<file path="config.mk">
export PLATFORM = sky130hd
export DESIGN_NAME = uart_rx
export DESIGN_NICKNAME = d
export VERILOG_FILES = /design/src/rtl/uart_rx.sv
export SDC_FILE = /design/constraint.sdc
export NUM_CORES = 1
export LEC_CHECK = 0
export ABC_AREA = 1
export CAP_MARGIN = 10
export CORE_ASPECT_RATIO = 1.75
export CORE_MARGIN = 4
export CORE_UTILIZATION = 50
export DETAILED_ROUTE_END_ITERATION = 8
export GPL_TIMING_DRIVEN = 0
export PLACE_DENSITY = 0.78
export SYNTH_ARGS = -nofsm -noshare
export SYNTH_HDL_FRONTEND = slang
export SYNTH_SLANG_ARGS = --single-unit
</file>
<file path="constraint.sdc">
create_clock -name CLOCK_50 -period 1.8 [get_ports CLOCK_50]
set_input_delay 0.36 -clock CLOCK_50 [delete_from_list [all_inputs] [get_ports CLOCK_50]]
set_output_delay 0.36 -clock CLOCK_50 [all_outputs]
set_load 0.03 [all_outputs]
</file>
<file path="src/rtl/uart_rx.sv">
// uart_rx: 8N1 serial receiver with a ready/valid byte port and frame_err/overrun pulses.
// Define UART_RX_MAJORITY_EN for 2-of-3 voting around every sample point.
module uart_rx #(
   parameter int CLKS_PER_BIT = 5208
) (
   input  logic       CLOCK_50,
   input  logic       RESET,
   input  logic       UART_RXD,
   output logic [7:0] rx_data,
   output logic       rx_valid,
   input  logic       rx_ready,
   output logic       frame_err,
   output logic       overrun
);
   localparam logic [15:0] HALF = 16'(CLKS_PER_BIT / 2);
   localparam logic [15:0] CPB = 16'(CLKS_PER_BIT);
   localparam logic [2:0] IDLE = 3'd0, START = 3'd1, DATA = 3'd2, STOP = 3'd3, RECOVER = 3'd4;
   logic [1:0] sync;
   logic rxd_s, smp, hit, dlv, ferr;
   logic [2:0] state, bit_idx;
   logic [15:0] cnt;
   logic [7:0] sh;
   assign rxd_s = sync[1];
   always_ff @(posedge CLOCK_50 or posedge RESET)
      if (RESET) sync <= 2'b11;
      else sync <= {sync[0], UART_RXD};
`ifdef UART_RX_MAJORITY_EN
   // Decide one cycle late and reload cnt with 1 so later sample points stay aligned.
   localparam logic [15:0] T_START = HALF, T_BIT = CPB, RELOAD = 16'd1;
   logic [1:0] hist;
   always_ff @(posedge CLOCK_50 or posedge RESET)
      if (RESET) hist <= 2'b11;
      else hist <= {hist[0], rxd_s};
   assign smp = (hist[1] & hist[0]) | (rxd_s & (hist[1] | hist[0]));
`else
   localparam logic [15:0] T_START = HALF - 16'd1, T_BIT = CPB - 16'd1, RELOAD = 16'd0;
   assign smp = rxd_s;
`endif
   assign hit = cnt == ((state == START) ? T_START : T_BIT);
   assign dlv = (state == STOP) && hit && smp;
   assign ferr = (state == STOP) && hit && !smp;
   always_ff @(posedge CLOCK_50 or posedge RESET) begin
      if (RESET) begin
         state <= IDLE;
         cnt <= 16'd0;
         bit_idx <= 3'd0;
         sh <= 8'd0;
      end else begin
         case (state)
            IDLE:
               if (!rxd_s) begin
                  state <= START;
                  cnt <= 16'd0;
               end
            START:
               if (hit) begin
                  state <= smp ? IDLE : DATA;
                  cnt <= RELOAD;
                  bit_idx <= 3'd0;
               end else cnt <= cnt + 16'd1;
            DATA:
               if (hit) begin
                  sh <= {smp, sh[7:1]};
                  cnt <= RELOAD;
                  bit_idx <= bit_idx + 3'd1;
                  if (bit_idx == 3'd7) state <= STOP;
               end else cnt <= cnt + 16'd1;
            STOP:
               if (hit) begin
                  state <= smp ? IDLE : RECOVER;
                  cnt <= 16'd0;
               end else cnt <= cnt + 16'd1;
            RECOVER:
               if (rxd_s) state <= IDLE;
            default: state <= IDLE;
         endcase
      end
   end
   always_ff @(posedge CLOCK_50 or posedge RESET) begin
      if (RESET) begin
         rx_data <= 8'd0;
         rx_valid <= 1'b0;
         frame_err <= 1'b0;
         overrun <= 1'b0;
      end else begin
         if (dlv && (!rx_valid || rx_ready)) begin
            rx_data <= sh;
            rx_valid <= 1'b1;
         end else if (rx_valid && rx_ready) rx_valid <= 1'b0;
         frame_err <= ferr;
         overrun <= dlv && rx_valid && !rx_ready;
      end
   end
endmodule

</file>
==> run_results.csv, run 1 <==
group,metric,value,unit
status,status,"finished, final reports clean",
floorplanning,die_area,5400,um^2
critical_path,r2r_start,"cnt[9]",
floorplanning,die_y,94.3,um
global_routing,antenna_found_initial,0,
floorplanning,initial_utilization,0.517,
finish,fin_nets,292,
cts,cts-buffers-inserted,5,
critical_path,cp.arrival,1.35,ns
sta,fmax,586,MHz
critical_path,worst-path-max-fanout,2,
global_routing,grt_use_total,0.199,
routing,drc,0,
min_path,min_path_type,"register to register",
synth,syn_inst,264,
finish,drive_above_1_share,0.101,
sta,hold_ws,0.365,ns
routing,vias_per_cell,5.44,
critical_path,slowest_delay,0.68,ns
floorplanning,io_pins,15,
floorplanning,coreArea,4110,um^2
sta,final.setup_skew,0.00753,ns
routing,drtAntennaViolNets,0,
min_path,min_path_cells,0,
power_and_ir_drop,p_leak,1.20,nW
power_and_ir_drop,power_density,766,nW/um^2
critical_path,cp_top_family,"buffers and inverters",
cts,cts_max_level,2,
finish,syn_to_final_growth,16.4,%
synth,synth_cell_types,29,
synth,synthArstFlopShare,1.00,
synth,synth-edff-count,0,
critical_path,cp_cell_sequence,"clkdlybuf4s50_1",
routing,post_drt_wl_per_cell,13.9,um
finish,diodes,0,
cts,clock_latency,0.30,ns
global_routing,grt_max_degree,44,
critical_path,critPathRequiredTime,1.44,ns
sta,finalCritPeriodShare,0.948,
sta,period_needed,1.71,ns
sta,finalSetupTns,0,ns
finish,fill_cells,396,
sta,slew_violations,0,
critical_path,cp_slowest_cell,"clkdlybuf4s50_1",
floorplanning,die_w,57.3,um
synth,ys_warn_count,0,
sta,slew_headroom,0.420,
sta,worst_slew_pin_slew,0.868,ns
sta,finalSetupViolations,0,
run,drv_cap,0,
global_routing,first_global_vias,1880,
synth,syn_nets,271,
floorplanning,rows,31,
global_routing,grt_pass1_wl,8270,um
min_path,min_to,"sync[1]",
routing,drtPass1Iterations,5,
synth,synth_flop_cell,"dfrtp_1",
global_routing,grt_overflow,0,
synth,synth-seq-area-share,0.507,
critical_path,reg2reg_slack,0.14,ns
synth,synth_area,2130,um^2
sta,rsz0062_at_grt,"no",
finish,final_cell_mix,"nand2_1 (84), dfrtp_1 (40), nor2_1 (36)",
critical_path,critPathKind,"register to output pin",
synth,synth-seq-cells,43,
cts,cts.hold.buffers_added,0,
finish,mostFrequentLayoutCell,"nand2_1",
routing,dr.first_iter.drc_count,67,
power_and_ir_drop,peakVddDrop,0.780,mV
min_path,min-delay-start,"sync[0]",
critical_path,worst_setup_path_start_kind,"register",
cts,clk_pin_slew,0.08,ns
synth,synth.avg_cell_area,8.05,um^2
routing,wirelength,4650,um
placed_design,gp_congestion,0.945,
critical_path,r2r_cells,11,
cts,cts_tree,"done",
critical_path,path_buf_inv,1,
cts,clock_path_buffers,2,
sta,finalHoldViolations,0,
cts,clock_sink_count,43,
cts,cts-root-buf,"clkbuf_8",
placed_design,port_buffers,14,
critical_path,endpoint_kind,"output pin",
critical_path,reg2reg_to,"sh[7]",
placed_design,dp_hpwl,3390,um
routing,via_count,1824,
power_and_ir_drop,fin_total_pwr,1.89,mW
==> how the worst max path moves through the flow <==
| stage | from | cells after the start | to |
|---|---|---|---|
| 2_1_floorplan | sync[1] | 5 | rx_data[0] |
| 3_3_place_gp | RESET | 2 | state[0] |
| 3_5_place_dp | sync[1] | 5 | rx_data[3] |
| 4_1_cts | sync[1] | 5 | rx_data[3] |
| 5_1_grt | state[2] | 11 | sh[0] |
| 6_report | rx_valid | 1 | rx_valid |
==> kinds of logic (layout without fill, tap and decap cells) <==
logic type                 after synthesis  after routing  synth area share
and+or+nand+nor                        174            174             0.363
adders and majority gates                3              3            0.0177
AOI/OAI and AO/OA                       12             12            0.0330
buffers and inverters                   25             47            0.0500
xor gates and xnor gates                 7              7            0.0288
DFF                                     43             43             0.507
==> state kept, by name, summed over array words and instances (netlist names) <==
register / count
frame_err: 1
overrun: 1
rx_data: 8
bit_idx: 3
cnt: 16
state: 3
rx_valid: 1
sh: 8
sync: 2
==> synthesized netlist by cell type, types with 2 or more instances <==
cell type | count | area share
ha_1 | 3 | 0.018
dfstp_2 | 2 | 0.025
o21ai_0 | 6 | 0.014
nand2_2 | 2 | 0.0059
xnor2_1 | 3 | 0.012
nand3_2 | 2 | 0.0094
inv_2 | 4 | 0.0071
xor2_1 | 4 | 0.016
dfrtp_1 | 41 | 0.48
nor2_1 | 36 | 0.064
nor3_1 | 7 | 0.016
nand3_1 | 23 | 0.054
nand4_1 | 14 | 0.041
inv_1 | 16 | 0.028
o21ai_2 | 2 | 0.0082
nand2_4 | 2 | 0.011
nand2_1 | 84 | 0.15
a21oi_1 | 2 | 0.0047
==> layer usage <==
layer | GRT usage | share of wire
met2 | 0.366 | 0.56
met1 | 0.208 | 0.38
met4 | 0.106 | 0.032
met3 | 0.0330 | 0.028
met5 | 0 | 0
==> area by class of cell <==
class,count,area [um^2],area share
Buffer,4,27.5,0.0111
Clock buffer,5,68.8,0.0278
Clock inverter,3,67.6,0.0273
Inverter,21,81.3,0.0329
Multi-Input combinational cell,196,947,0.383
Sequential cell,43,1080,0.437
Tap cell,49,61.3,0.0248
Timing Repair Buffer,14,140,0.0567
==> per-stage QoR <==
step | setup WS, ns | area, um^2 | utilization | std cells
global placement | -0.413 | 2330 | 0.566 | 327
global route | 0.00929 | 2470 | 0.602 | 335
finish | 0.0937 | 2470 | 0.602 | 335
floorplan | 0.348 | 2130 | - | 264
detailed placement | 0.0434 | 2330 | 0.566 | 327
CTS | 0.0276 | 2460 | 0.599 | 335
==> power breakdown <==
group	total, mW	internal (mW)	switching [mW]	leakage, nW
Combinational	0.0280	0.00653	0.0214	0.559
Sequential	0.971	0.969	0.00161	0.577
Clock	0.895	0.553	0.342	0.0644
Total	1.89	1.53	0.365	1.20
==> timing repair <==
action | CTS | global route
setup buffers | 0 | 0
resized for setup | 0 | 3
hold endpoints to repair | 0 | 0
endpoints found under the setup margin | 0 | 9
(Power assumes the default switching activity.)
==> inputs of run 2 (changes only) <==
- REMOVE_ABC_BUFFERS: default -> 1
- SLEW_MARGIN: default -> 20
- clock period: 1.8 -> 1.77 ns (I/O delays scaled with it)
==> run 2 against run 1 <==
Global-route usage fell by 1.4 points. Register-to-register slack lost 0.03 ns. Sequential cell count unchanged.
==> run_results.csv, run 2 (synthesized netlist as in run 1, its figures left out) <==
group,metric,value,unit
status,status,"finished, final reports clean",
routing,drtPass1Iterations,4,
routing,drtAntennaViolNets,0,
cts,cts_max_level,2,
sta,hold_ws,0.325,ns
placed_design,gp_congestion,0.910,
cts,cts_setup_buffers,0,
placed_design,dpl.cell_count,324,
floorplanning,io_pins,15,
sta,slew_headroom,0.669,
power_and_ir_drop,fin_total_pwr,1.94,mW
critical_path,cp_top_family,"buffers and inverters",
placed_design,dpl_cell_area,2320,um^2
power_and_ir_drop,peakVddDrop,0.857,mV
sta,finalCritPeriodShare,0.955,
sta,final.setup_skew,0.00782,ns
critical_path,critPathKind,"register to output pin",
routing,post_drt_wl_per_cell,13.6,um
routing,vias_per_cell,5.35,
cts,cts.hold.buffers_added,0,
power_and_ir_drop,comb_power_share,0.017,
cts,cts-buffers-inserted,5,
cts,cts_tree,"done",
finish,mostFrequentLayoutCell,"nand2_1",
critical_path,critPathRequiredTime,1.42,ns
finish,syn_to_final_growth,18.5,%
finish,largest_register_ffs,16,
critical_path,cp_slowest_cell,"clkdlybuf4s50_1",
sta,finalHoldViolations,0,
global_routing,grt_pass1_wl,7820,um
power_and_ir_drop,p_leak,1.21,nW
finish,finish.instance_area,2520,um^2
routing,drc,0,
finish,final_util,0.613,
floorplanning,rows,31,
power_and_ir_drop,switching_share,0.197,
critical_path,r2r_start,"state[2]",
critical_path,reg2reg_to,"cnt[3]",
critical_path,cp.arrival,1.34,ns
placed_design,dp_hpwl,3200,um
power_and_ir_drop,pwr-share-seq,0.508,
floorplanning,initial_utilization,0.517,
placed_design,pre_cts_slack,-0.0836,ns
global_routing,antenna_found_initial,0,
power_and_ir_drop,p_sw,382,uW
run,drv_cap,0,
global_routing,grt_use_total,0.185,
critical_path,critPathLaunch,"rx_data[0]",
global_routing,grt_overflow,0,
cts,clock_latency,0.30,ns
critical_path,slowest_delay,0.68,ns
sta,period_needed,1.69,ns
floorplanning,die_w,57.3,um
global_routing,first_global_vias,1770,
sta,worst_slew_pin_slew,0.495,ns
critical_path,cp.depth,1,
power_and_ir_drop,clockPowerShare,0.474,
power_and_ir_drop,power_density,770,nW/um^2
critical_path,worst-path-max-fanout,2,
routing,dr.first_iter.drc_count,61,
finish,instances_no_fill,333,
min_path,min_path_type,"primary input to async pin",
placed_design,port_buffers,14,
critical_path,cp_cell_sequence,"clkdlybuf4s50_1",
cts,clk_pin_slew,0.09,ns
finish,fin_nets,290,
floorplanning,die_area,5400,um^2
finish,top_regs,"cnt (16), rx_data (8), sh (8)",
routing,via_count,1783,
floorplanning,coreArea,4110,um^2
critical_path,worst_setup_path_start_kind,"register",
critical_path,endpoint_kind,"output pin",
power_and_ir_drop,p_int,1.56,mW
cts,cts-root-buf,"clkbuf_8",
global_routing,grt_max_degree,30,
cts,clock_path_buffers,2,
sta,finalSetupViolations,0,
sta,slew_violations,0,
routing,wirelength,4540,um
critical_path,reg2reg_slack,0.11,ns
sta,fmax,591,MHz
cts,clock_sink_count,43,
finish,final_cell_mix,"nand2_1 (83), dfrtp_1 (39), nor2_1 (36)",
critical_path,cp-endpoint,"rx_data[0]",
floorplanning,die_y,94.3,um
finish,top_register,"cnt",
sta,finalSetupTns,0,ns
finish,diodes,0,
critical_path,r2r_cells,10,
finish,drive_above_1_share,0.109,
critical_path,path_buf_inv,1,
sta,fin_ws,0.0792,ns
==> run 2: worst min-delay path by stage <==
stage	from	to	slack (ns)	cells past startpoint
finish	RESET	cnt[11]	0.33	2
CTS	RESET	cnt[11]	0.34	2
detailed placement	sync[0]	sync[1]	0.35	0
floorplan	sync[0]	sync[1]	0.35	0
global route	RESET	cnt[11]	0.35	2
global placement	sync[0]	sync[1]	0.35	0
==> run 2: metal layers <==
| metal | vias to the layer above | global-route usage | part of all wire |
|---|---|---|---|
| li1 | 896 | - | - |
| met1 | 858 | 0.202 | 0.37 |
| met2 | 20 | 0.342 | 0.58 |
| met3 | 9 | 0.0344 | 0.023 |
| met4 | 0 | 0.0735 | 0.026 |
| met5 | - | 0 | 0 |
==> run 2: cell type report <==
cell class / instances / area, um^2
clock buffers: 5 / 68.8
clock inverters: 3 / 67.6
fillers: 378 / 1590
inverters: 21 / 93.8
multi-input cells: 196 / 980
flip-flops and latches: 43 / 1080
well taps: 49 / 61.3
repair buffers: 15 / 160
repair inverters: 1 / 7.51
==> run 2: what timing repair did <==
action                                  in CTS  in global routing
endpoints found under the setup margin       9                 31
gates cloned                                 0                  1
gates resized for setup                      3                 12
==> run 2: power groups by stage <==
stage	registers (mW)	clock network (mW)	logic [mW]
after floorplan	1.01	0	0.0169
after global placement	1.01	0	0.0291
after detailed placement	1.01	0	0.0350
after CTS	0.987	0.931	0.0355
after global routing	0.987	0.966	0.0380
final	0.987	0.920	0.0337
